$ cat config.mk
export PLATFORM = sky130hd
export DESIGN_NAME = btn_event_ctrl
export DESIGN_NICKNAME = d
export VERILOG_FILES = /design/src/rtl/btn_event_pkg.sv /design/src/rtl/btn_event_fsm.sv /design/src/rtl/btn_event_ctrl.sv
export SDC_FILE = /design/constraint.sdc
export NUM_CORES = 1
export LEC_CHECK = 0
export BUFFER_PORTS_ARGS = -buffer_cell sky130_fd_sc_hd__buf_4
export CAP_MARGIN = 10
export CORE_UTILIZATION = 62
export DETAILED_ROUTE_END_ITERATION = 10
export HOLD_SLACK_MARGIN = 0.05
export PLACE_DENSITY_LB_ADDON = 0.25
export RECOVER_POWER = 100
export SLEW_MARGIN = 20
export SYNTH_ARGS = -nofsm -noshare
export SYNTH_HDL_FRONTEND = slang
export SYNTH_SLANG_ARGS = --single-unit
export TNS_END_PERCENT = 20
$ cat constraint.sdc
create_clock -name clk -period 2.3 [get_ports clk]
set_input_delay 0.115 -clock clk [delete_from_list [all_inputs] [get_ports clk]]
set_output_delay 0.115 -clock clk [all_outputs]
set_load 0.01 [all_outputs]
$ cat src/rtl/btn_event_pkg.sv
// -----------------------------------------------------------------------------
// btn_event_pkg
// Shared types for the button event controller.
//   ev_type_t   : event codes as they appear on ev_type
//                 (PRESS=00, RELEASE=01, LONG=10, REPEAT=11)
//   btn_state_t : per-button state machine states (IDLE, PRESS, HOLD)
//   rr_idx_w()  : width of a button index / round-robin pointer; at least 1 bit
//                 so that a single-button build still has a real ev_id port.
// -----------------------------------------------------------------------------
package btn_event_pkg;

  typedef enum logic [1:0] {
    EV_PRESS   = 2'b00,
    EV_RELEASE = 2'b01,
    EV_LONG    = 2'b10,
    EV_REPEAT  = 2'b11
  } ev_type_t;

  typedef enum logic [1:0] {
    ST_IDLE  = 2'b00,
    ST_PRESS = 2'b01,
    ST_HOLD  = 2'b10
  } btn_state_t;

  function automatic int rr_idx_w(input int n);
    return (n > 1) ? $clog2(n) : 1;
  endfunction

endpackage

$ cat src/rtl/btn_event_fsm.sv
// -----------------------------------------------------------------------------
// btn_event_fsm
// Per-button press / release / long-press / auto-repeat state machine.
// Produces a single-cycle post strobe with the event type; the strobe is
// combinational so the owning slot is written on the same clock edge that
// sampled the button level.
// Ports:
//   clk         : system clock
//   rst         : synchronous active-high reset
//   btn_i       : debounced button level, 1 = pressed
//   post_o      : an event is generated this cycle
//   post_type_o : type of the generated event (ev_type_t encoding)
// -----------------------------------------------------------------------------
module btn_event_fsm
  import btn_event_pkg::*;
#(
  parameter int LONG_CYC   = 1000,
  parameter int REPEAT_CYC = 200,
  parameter int CW         = 16
) (
  input  logic       clk,
  input  logic       rst,
  input  logic       btn_i,
  output logic       post_o,
  output logic [1:0] post_type_o
);

  localparam logic [CW-1:0] LONG_LAST   = CW'(LONG_CYC - 1);
  localparam logic [CW-1:0] REPEAT_LAST = CW'(REPEAT_CYC - 1);

  btn_state_t    state_q, state_d;
  logic [CW-1:0] cnt_q, cnt_d;

  always_ff @(posedge clk) begin
    if (rst) begin
      state_q <= ST_IDLE;
      cnt_q   <= '0;
    end else begin
      state_q <= state_d;
      cnt_q   <= cnt_d;
    end
  end

  // Release is tested before the threshold so that letting go on the very
  // cycle the counter hits its limit yields only RELEASE.
  always_comb begin
    state_d     = state_q;
    cnt_d       = cnt_q;
    post_o      = 1'b0;
    post_type_o = EV_PRESS;
    case (state_q)
      ST_IDLE: begin
        if (btn_i) begin
          state_d     = ST_PRESS;
          cnt_d       = '0;
          post_o      = 1'b1;
          post_type_o = EV_PRESS;
        end
      end
      ST_PRESS: begin
        if (!btn_i) begin
          state_d     = ST_IDLE;
          cnt_d       = '0;
          post_o      = 1'b1;
          post_type_o = EV_RELEASE;
        end else if (cnt_q == LONG_LAST) begin
          state_d     = ST_HOLD;
          cnt_d       = '0;
          post_o      = 1'b1;
          post_type_o = EV_LONG;
        end else begin
          cnt_d = cnt_q + CW'(1);
        end
      end
      ST_HOLD: begin
        if (!btn_i) begin
          state_d     = ST_IDLE;
          cnt_d       = '0;
          post_o      = 1'b1;
          post_type_o = EV_RELEASE;
        end else if (cnt_q == REPEAT_LAST) begin
          cnt_d       = '0;
          post_o      = 1'b1;
          post_type_o = EV_REPEAT;
        end else begin
          cnt_d = cnt_q + CW'(1);
        end
      end
      default: begin
        state_d = ST_IDLE;
        cnt_d   = '0;
      end
    endcase
  end

endmodule

$ cat src/rtl/btn_event_ctrl.sv
// -----------------------------------------------------------------------------
// btn_event_ctrl
// Turns NBTN debounced button levels into a single ordered event stream.
// Each button owns a one-entry event slot; a round-robin arbiter moves slot
// contents into a registered valid/ready output stage.
// Ports:
//   clk      : system clock
//   rst      : synchronous active-high reset
//   btn_db   : debounced button levels, 1 = pressed
//   ev_valid : event available on ev_id / ev_type
//   ev_ready : consumer accepts the event when ev_valid && ev_ready
//   ev_id    : index of the button that generated the event
//   ev_type  : 00 PRESS, 01 RELEASE, 10 LONG, 11 REPEAT
//   pending  : per-button slot occupied
//   ev_drop  : one-cycle pulse after an unserved slot was overwritten
// -----------------------------------------------------------------------------
module btn_event_ctrl
  import btn_event_pkg::*;
#(
  parameter int NBTN       = 4,
  parameter int LONG_CYC   = 1000,
  parameter int REPEAT_CYC = 200,
  parameter int CW         = 16
) (
  input  logic                       clk,
  input  logic                       rst,
  input  logic [NBTN-1:0]            btn_db,
  output logic                       ev_valid,
  input  logic                       ev_ready,
  output logic [rr_idx_w(NBTN)-1:0]  ev_id,
  output logic [1:0]                 ev_type,
  output logic [NBTN-1:0]            pending,
  output logic                       ev_drop
);

  localparam int IW = rr_idx_w(NBTN);
  localparam logic [IW-1:0] LAST_IDX = IW'(NBTN - 1);

  logic [NBTN-1:0] post;
  logic [1:0]      post_type [NBTN];

  logic [NBTN-1:0] pending_q, pending_d;
  logic [NBTN-1:0] grant, drop;
  logic [1:0]      slot_q [NBTN];
  logic [1:0]      slot_d [NBTN];

  logic [IW-1:0]   ptr_q, ptr_next;
  logic [IW-1:0]   win_idx;
  logic            win_found;
  logic            load;

  logic            ev_valid_q;
  logic [IW-1:0]   ev_id_q;
  logic [1:0]      ev_type_q;
  logic            ev_drop_q;

  // ---------------------------------------------------------------------------
  // Per-button FSMs and slot next-state
  // ---------------------------------------------------------------------------
  generate
    for (genvar gi = 0; gi < NBTN; gi++) begin : g_btn
      btn_event_fsm #(
        .LONG_CYC   (LONG_CYC),
        .REPEAT_CYC (REPEAT_CYC),
        .CW         (CW)
      ) u_fsm (
        .clk         (clk),
        .rst         (rst),
        .btn_i       (btn_db[gi]),
        .post_o      (post[gi]),
        .post_type_o (post_type[gi])
      );

      assign grant[gi] = load && win_found && (win_idx == IW'(gi));
      // A slot being granted on this edge hands its old content to the output
      // register, so a simultaneous new event is not a loss.
      assign drop[gi]      = post[gi] && pending_q[gi] && !grant[gi];
      assign pending_d[gi] = post[gi] | (pending_q[gi] & ~grant[gi]);
      assign slot_d[gi]    = post[gi] ? post_type[gi] : slot_q[gi];
    end
  endgenerate

  // ---------------------------------------------------------------------------
  // Round-robin search: first pending slot at or above ptr_q, with wrap.
  // ---------------------------------------------------------------------------
  always_comb begin
    int j;
    j         = 0;
    win_found = 1'b0;
    win_idx   = '0;
    for (int k = 0; k < NBTN; k++) begin
      j = int'(ptr_q) + k;
      if (j >= NBTN) begin
        j = j - NBTN;
      end
      if (!win_found && pending_q[j]) begin
        win_found = 1'b1;
        win_idx   = IW'(j);
      end
    end
  end

  assign ptr_next = (win_idx == LAST_IDX) ? '0 : (win_idx + IW'(1));

  // The output stage can take a new event when empty or when the current one
  // is being consumed, giving one event per cycle under continuous ready.
  assign load = !ev_valid_q || ev_ready;

  // ---------------------------------------------------------------------------
  // Slot, pointer and output registers
  // ---------------------------------------------------------------------------
  always_ff @(posedge clk) begin
    if (rst) begin
      pending_q  <= '0;
      for (int i = 0; i < NBTN; i++) begin
        slot_q[i] <= EV_PRESS;
      end
      ptr_q      <= '0;
      ev_valid_q <= 1'b0;
      ev_id_q    <= '0;
      ev_type_q  <= EV_PRESS;
      ev_drop_q  <= 1'b0;
    end else begin
      pending_q <= pending_d;
      slot_q    <= slot_d;
      ev_drop_q <= |drop;
      if (load) begin
        if (win_found) begin
          ev_valid_q <= 1'b1;
          ev_id_q    <= win_idx;
          ev_type_q  <= slot_q[win_idx];
          ptr_q      <= ptr_next;
        end else begin
          ev_valid_q <= 1'b0;
        end
      end
    end
  end

  assign ev_valid = ev_valid_q;
  assign ev_id    = ev_id_q;
  assign ev_type  = ev_type_q;
  assign pending  = pending_q;
  assign ev_drop  = ev_drop_q;

endmodule

==> run_results.csv <==
group,metric,value,unit
cells_and_area,antenna_cells,0,
floorplan,chipWidth,90.58,um
cells_and_area,seq_area,1843,um2
cells_and_area,mostFrequentLayoutCell,"dfxtp_1",
cells_and_area,multi_input_area,2854,um2
logic_synthesis,synth.avg_cell_area,8.490,um2
job,max_cap_violations,0,
timing,setup_viol,0,
timing,worstMarginPinSlew,0.9661,ns
worst_hold_path,hold_class,"input port to register",
logic_synthesis,yosys-top-cells-area,"dfxtp_1, xor2_1, nor2_1",
grt,grt_max_degree,43,
critical_path,crit_path_max_fanout,13,
clock_network,cts_tree,"done",
power,combinationalPowerShare,11.8,%
timing,fmax,441.8,MHz
logic_synthesis,yosysTopAreaCell,"dfxtp_1",
routing,dr.pass1.iters,5,
grt,busiest_layer,"met2",
cells_and_area,instances_no_fill,706,
timing,setup_tns,0,ns
clock_network,root_buffer,"clkbuf_8",
timing,min_period,2.263,ns
clock_network,h-tree-depth,3,
routing,drt-initial-drc-count,151,
placed_design,dp_cells,689,
power,p_per_area,625.7,nW/um2
grt,grt-ovfl-total,0,
routing,routed_via_density,5.924,
cells_and_area,drive_above_1_share,8.072,%
grt,met1_usage,32.57,%
logic_synthesis,syn_nets,604,
logic_synthesis,yosysWarnings,0,
clock_network,path_clk_slew,0.09,ns
timing,finalClockSkew,0.007705,ns
status,status,"completed",
timing,relSlewSlack,34.75,%
power,p_leak,1.988,nW
placed_design,place_congestion,0.9133,
logic_synthesis,synth-seq-cells,92,
timing,drv_slew,0,
floorplan,pin_count,17,
critical_path,arrival,2.50,ns
clock_network,clock_sinks,92,
grt,grt_pass1_vias,4012,
cells_and_area,final_cell_mix,"dfxtp_1, nor2_1, nand2_1",
floorplan,die_height,90.58,um
power,vdd_ir_drop_max,0.3648,mV
power,p_seq_share,50.2,%
power,power_switching,0.0008355,W
critical_path,end_kind,"register",
placed_design,placed_area,5161,um2
timing,rsz0062_at_grt,"yes",
grt,grt_pass1_wl,17.67,mm
logic_synthesis,synth_enable_flop_cells,0,
timing,hold_viol_final,0,
critical_path,crit_type,"register to register",
power,pwr-share-clk,38.0,%
floorplan,core,7408,um2
grt,grt_usage,26.06,%
clock_network,postCtsSetupBuffers,0,
logic_synthesis,synth.distinct_cells,62,
routing,ant_nets,0,
critical_path,worst_setup_path_start_kind,"register",
logic_synthesis,ys.flop_type,"dfxtp_1",
grt,gr-usage-met2,44.76,%
floorplan,start_util,65.66,%
critical_path,required,2.54,ns
timing,period_share,98.40,%
grt,grt_util_met3,5.219,%
cells_and_area,fin_nets,633,
logic_synthesis,ys_seq_area_share,37.86,%
cells_and_area,final_util,72.30,%
clock_network,clk_latency,0.36,ns
cells_and_area,final_area,5356,um2
logic_synthesis,yosysTopAreaCellShare,37.86,%
placed_design,dp.final_hpwl,7.180,mm
cells_and_area,area_growth,10.11,%
routing,route.detailed.drc,0,
power,switching_share,24.93,%
clock_network,clk_path_buf_depth,2,
routing,routed_wirelength,10.33,mm
floorplan,die_area,8205,um2
clock_network,cts-buffers-inserted,9,
floorplan,rows,31,
logic_synthesis,synthesis.instances,573,
grt,antenna_found_initial,0,
routing,vias,4182,
timing,whs,0.09094,ns
logic_synthesis,syn_area,4865,um2
placed_design,port_buffers,16,
power,p_int,0.002516,W
logic_synthesis,synthArstFlopShare,0,%
routing,wl_per_cell,14.63,um
cells_and_area,nFillCells,602,
## final cells by class
class / instances / area share [%]
Inverter: 24 / 1.682
Sequential cell: 92 / 34.41
Tap cell: 99 / 2.313
Multi-Input combinational cell: 443 / 53.28
Clock inverter: 4 / 1.822
Timing Repair Buffer: 32 / 3.971
Clock buffer: 12 / 2.523
## synth_stat cells (2+ instances only)
library cell and number:
and3_2 2, o311a_1 2, buf_4 2, nand4b_1 2
o21a_1 4, a21oi_1 30, o21bai_2 2, a311oi_1 3
nor2b_1 5, a31oi_1 3, ha_1 24, nor3_1 13
and3_1 15, nor4_1 6, xnor2_1 15, or3b_2 2
nor2_1 89, nand3b_1 4, nand3_1 14, nand2_1 54
xor2_1 39, dfxtp_1 92, and2_1 9, clkbuf_1 7
a41oi_1 3, buf_2 2, o21ai_0 18, mux2i_1 8
nand2b_1 5, or3_1 2, o22ai_1 2, nand4_1 22
a21o_1 2, nor4bb_1 3, and4b_1 3, a22oi_1 7
o221ai_1 2, and4_1 7, inv_1 24, nor4b_1 3
## cells by family after synthesis
kind of cell | count (synthesis) | synth area share [%]
and+or+nand+nor | 267 | 28.55
DFF | 92 | 37.86
AOI/OAI and AO/OA | 90 | 12.45
xor gates and xnor gates | 54 | 9.722
buffers and inverters | 38 | 3.601
adders and majority gates | 24 | 6.173
muxes | 8 | 1.646
## flip-flops by register name, indices dropped and copies added, names as in the netlist
| name | count |
|---|---|
| ev_drop | 1 |
| ev_id | 2 |
| ev_type | 2 |
| ev_valid | 1 |
| g_btn.u_fsm.cnt_q | 64 |
| g_btn.u_fsm.state_q | 8 |
| pending | 4 |
| ptr_q | 2 |
| slot_q | 8 |
## repair_timing
action,4_1_cts,5_1_grt
resized for setup,0,6
hold endpoints to repair,1,0
hold buffers,1,0
setup endpoints to repair,0,32
## power by group through the flow
stage	Combinational, W	Sequential [W]	Clock (W)
floorplan	0.000274	0.00171	0
global placement	0.000393	0.00172	0
detailed placement	0.000406	0.00172	0
CTS	0.000414	0.00168	0.00130
global route	0.000441	0.00169	0.00136
finish	0.000394	0.00168	0.00127
## worst paths after layout
path | startpoint | endpoint | slack, ns | depth (start not counted)
worst max-delay path | g_btn[1].u_fsm.cnt_q[3]$_SDFFE_PP0P_ | g_btn[1].u_fsm.cnt_q[13]$_SDFFE_PP0P_ | 0.04 | 6
worst min-delay path | btn_db[3] | g_btn[3].u_fsm.state_q[1]$_SDFFE_PP0P_ | 0.09 | 3
worst max register to register | g_btn[1].u_fsm.cnt_q[3]$_SDFFE_PP0P_ | g_btn[1].u_fsm.cnt_q[13]$_SDFFE_PP0P_ | 0.04 | 6
worst min register to register | slot_q[7]$_SDFFE_PP0P_ | slot_q[7]$_SDFFE_PP0P_ | 0.47 | 2
## worst max-delay path, cell delays in order, from the launching register on
cell and delay [ns]:
dfxtp_1 0.37, or4_4 0.58, nor4_4 0.36, a21oi_1 0.17, o21a_1 0.28, o21bai_4 0.29, nor2_1 0.09
## per-stage QoR
step / total power (W) / setup slack, ns
finish: 0.003351 / 0.03674
global placement: 0.002111 / 0.1546
global route: 0.003490 / -0.08181
detailed placement: 0.002126 / 0.04529
floorplan: 0.001985 / 0.1498
CTS: 0.003398 / 0.04551
## layer usage
layer,part of all wire (%),vias to the layer above
met5,0,-
met4,1.6,0
li1,-,2079
met2,49,118
met1,45,1970
met3,4.5,15
No activity file was read; power rests on OpenSTA's default activity.
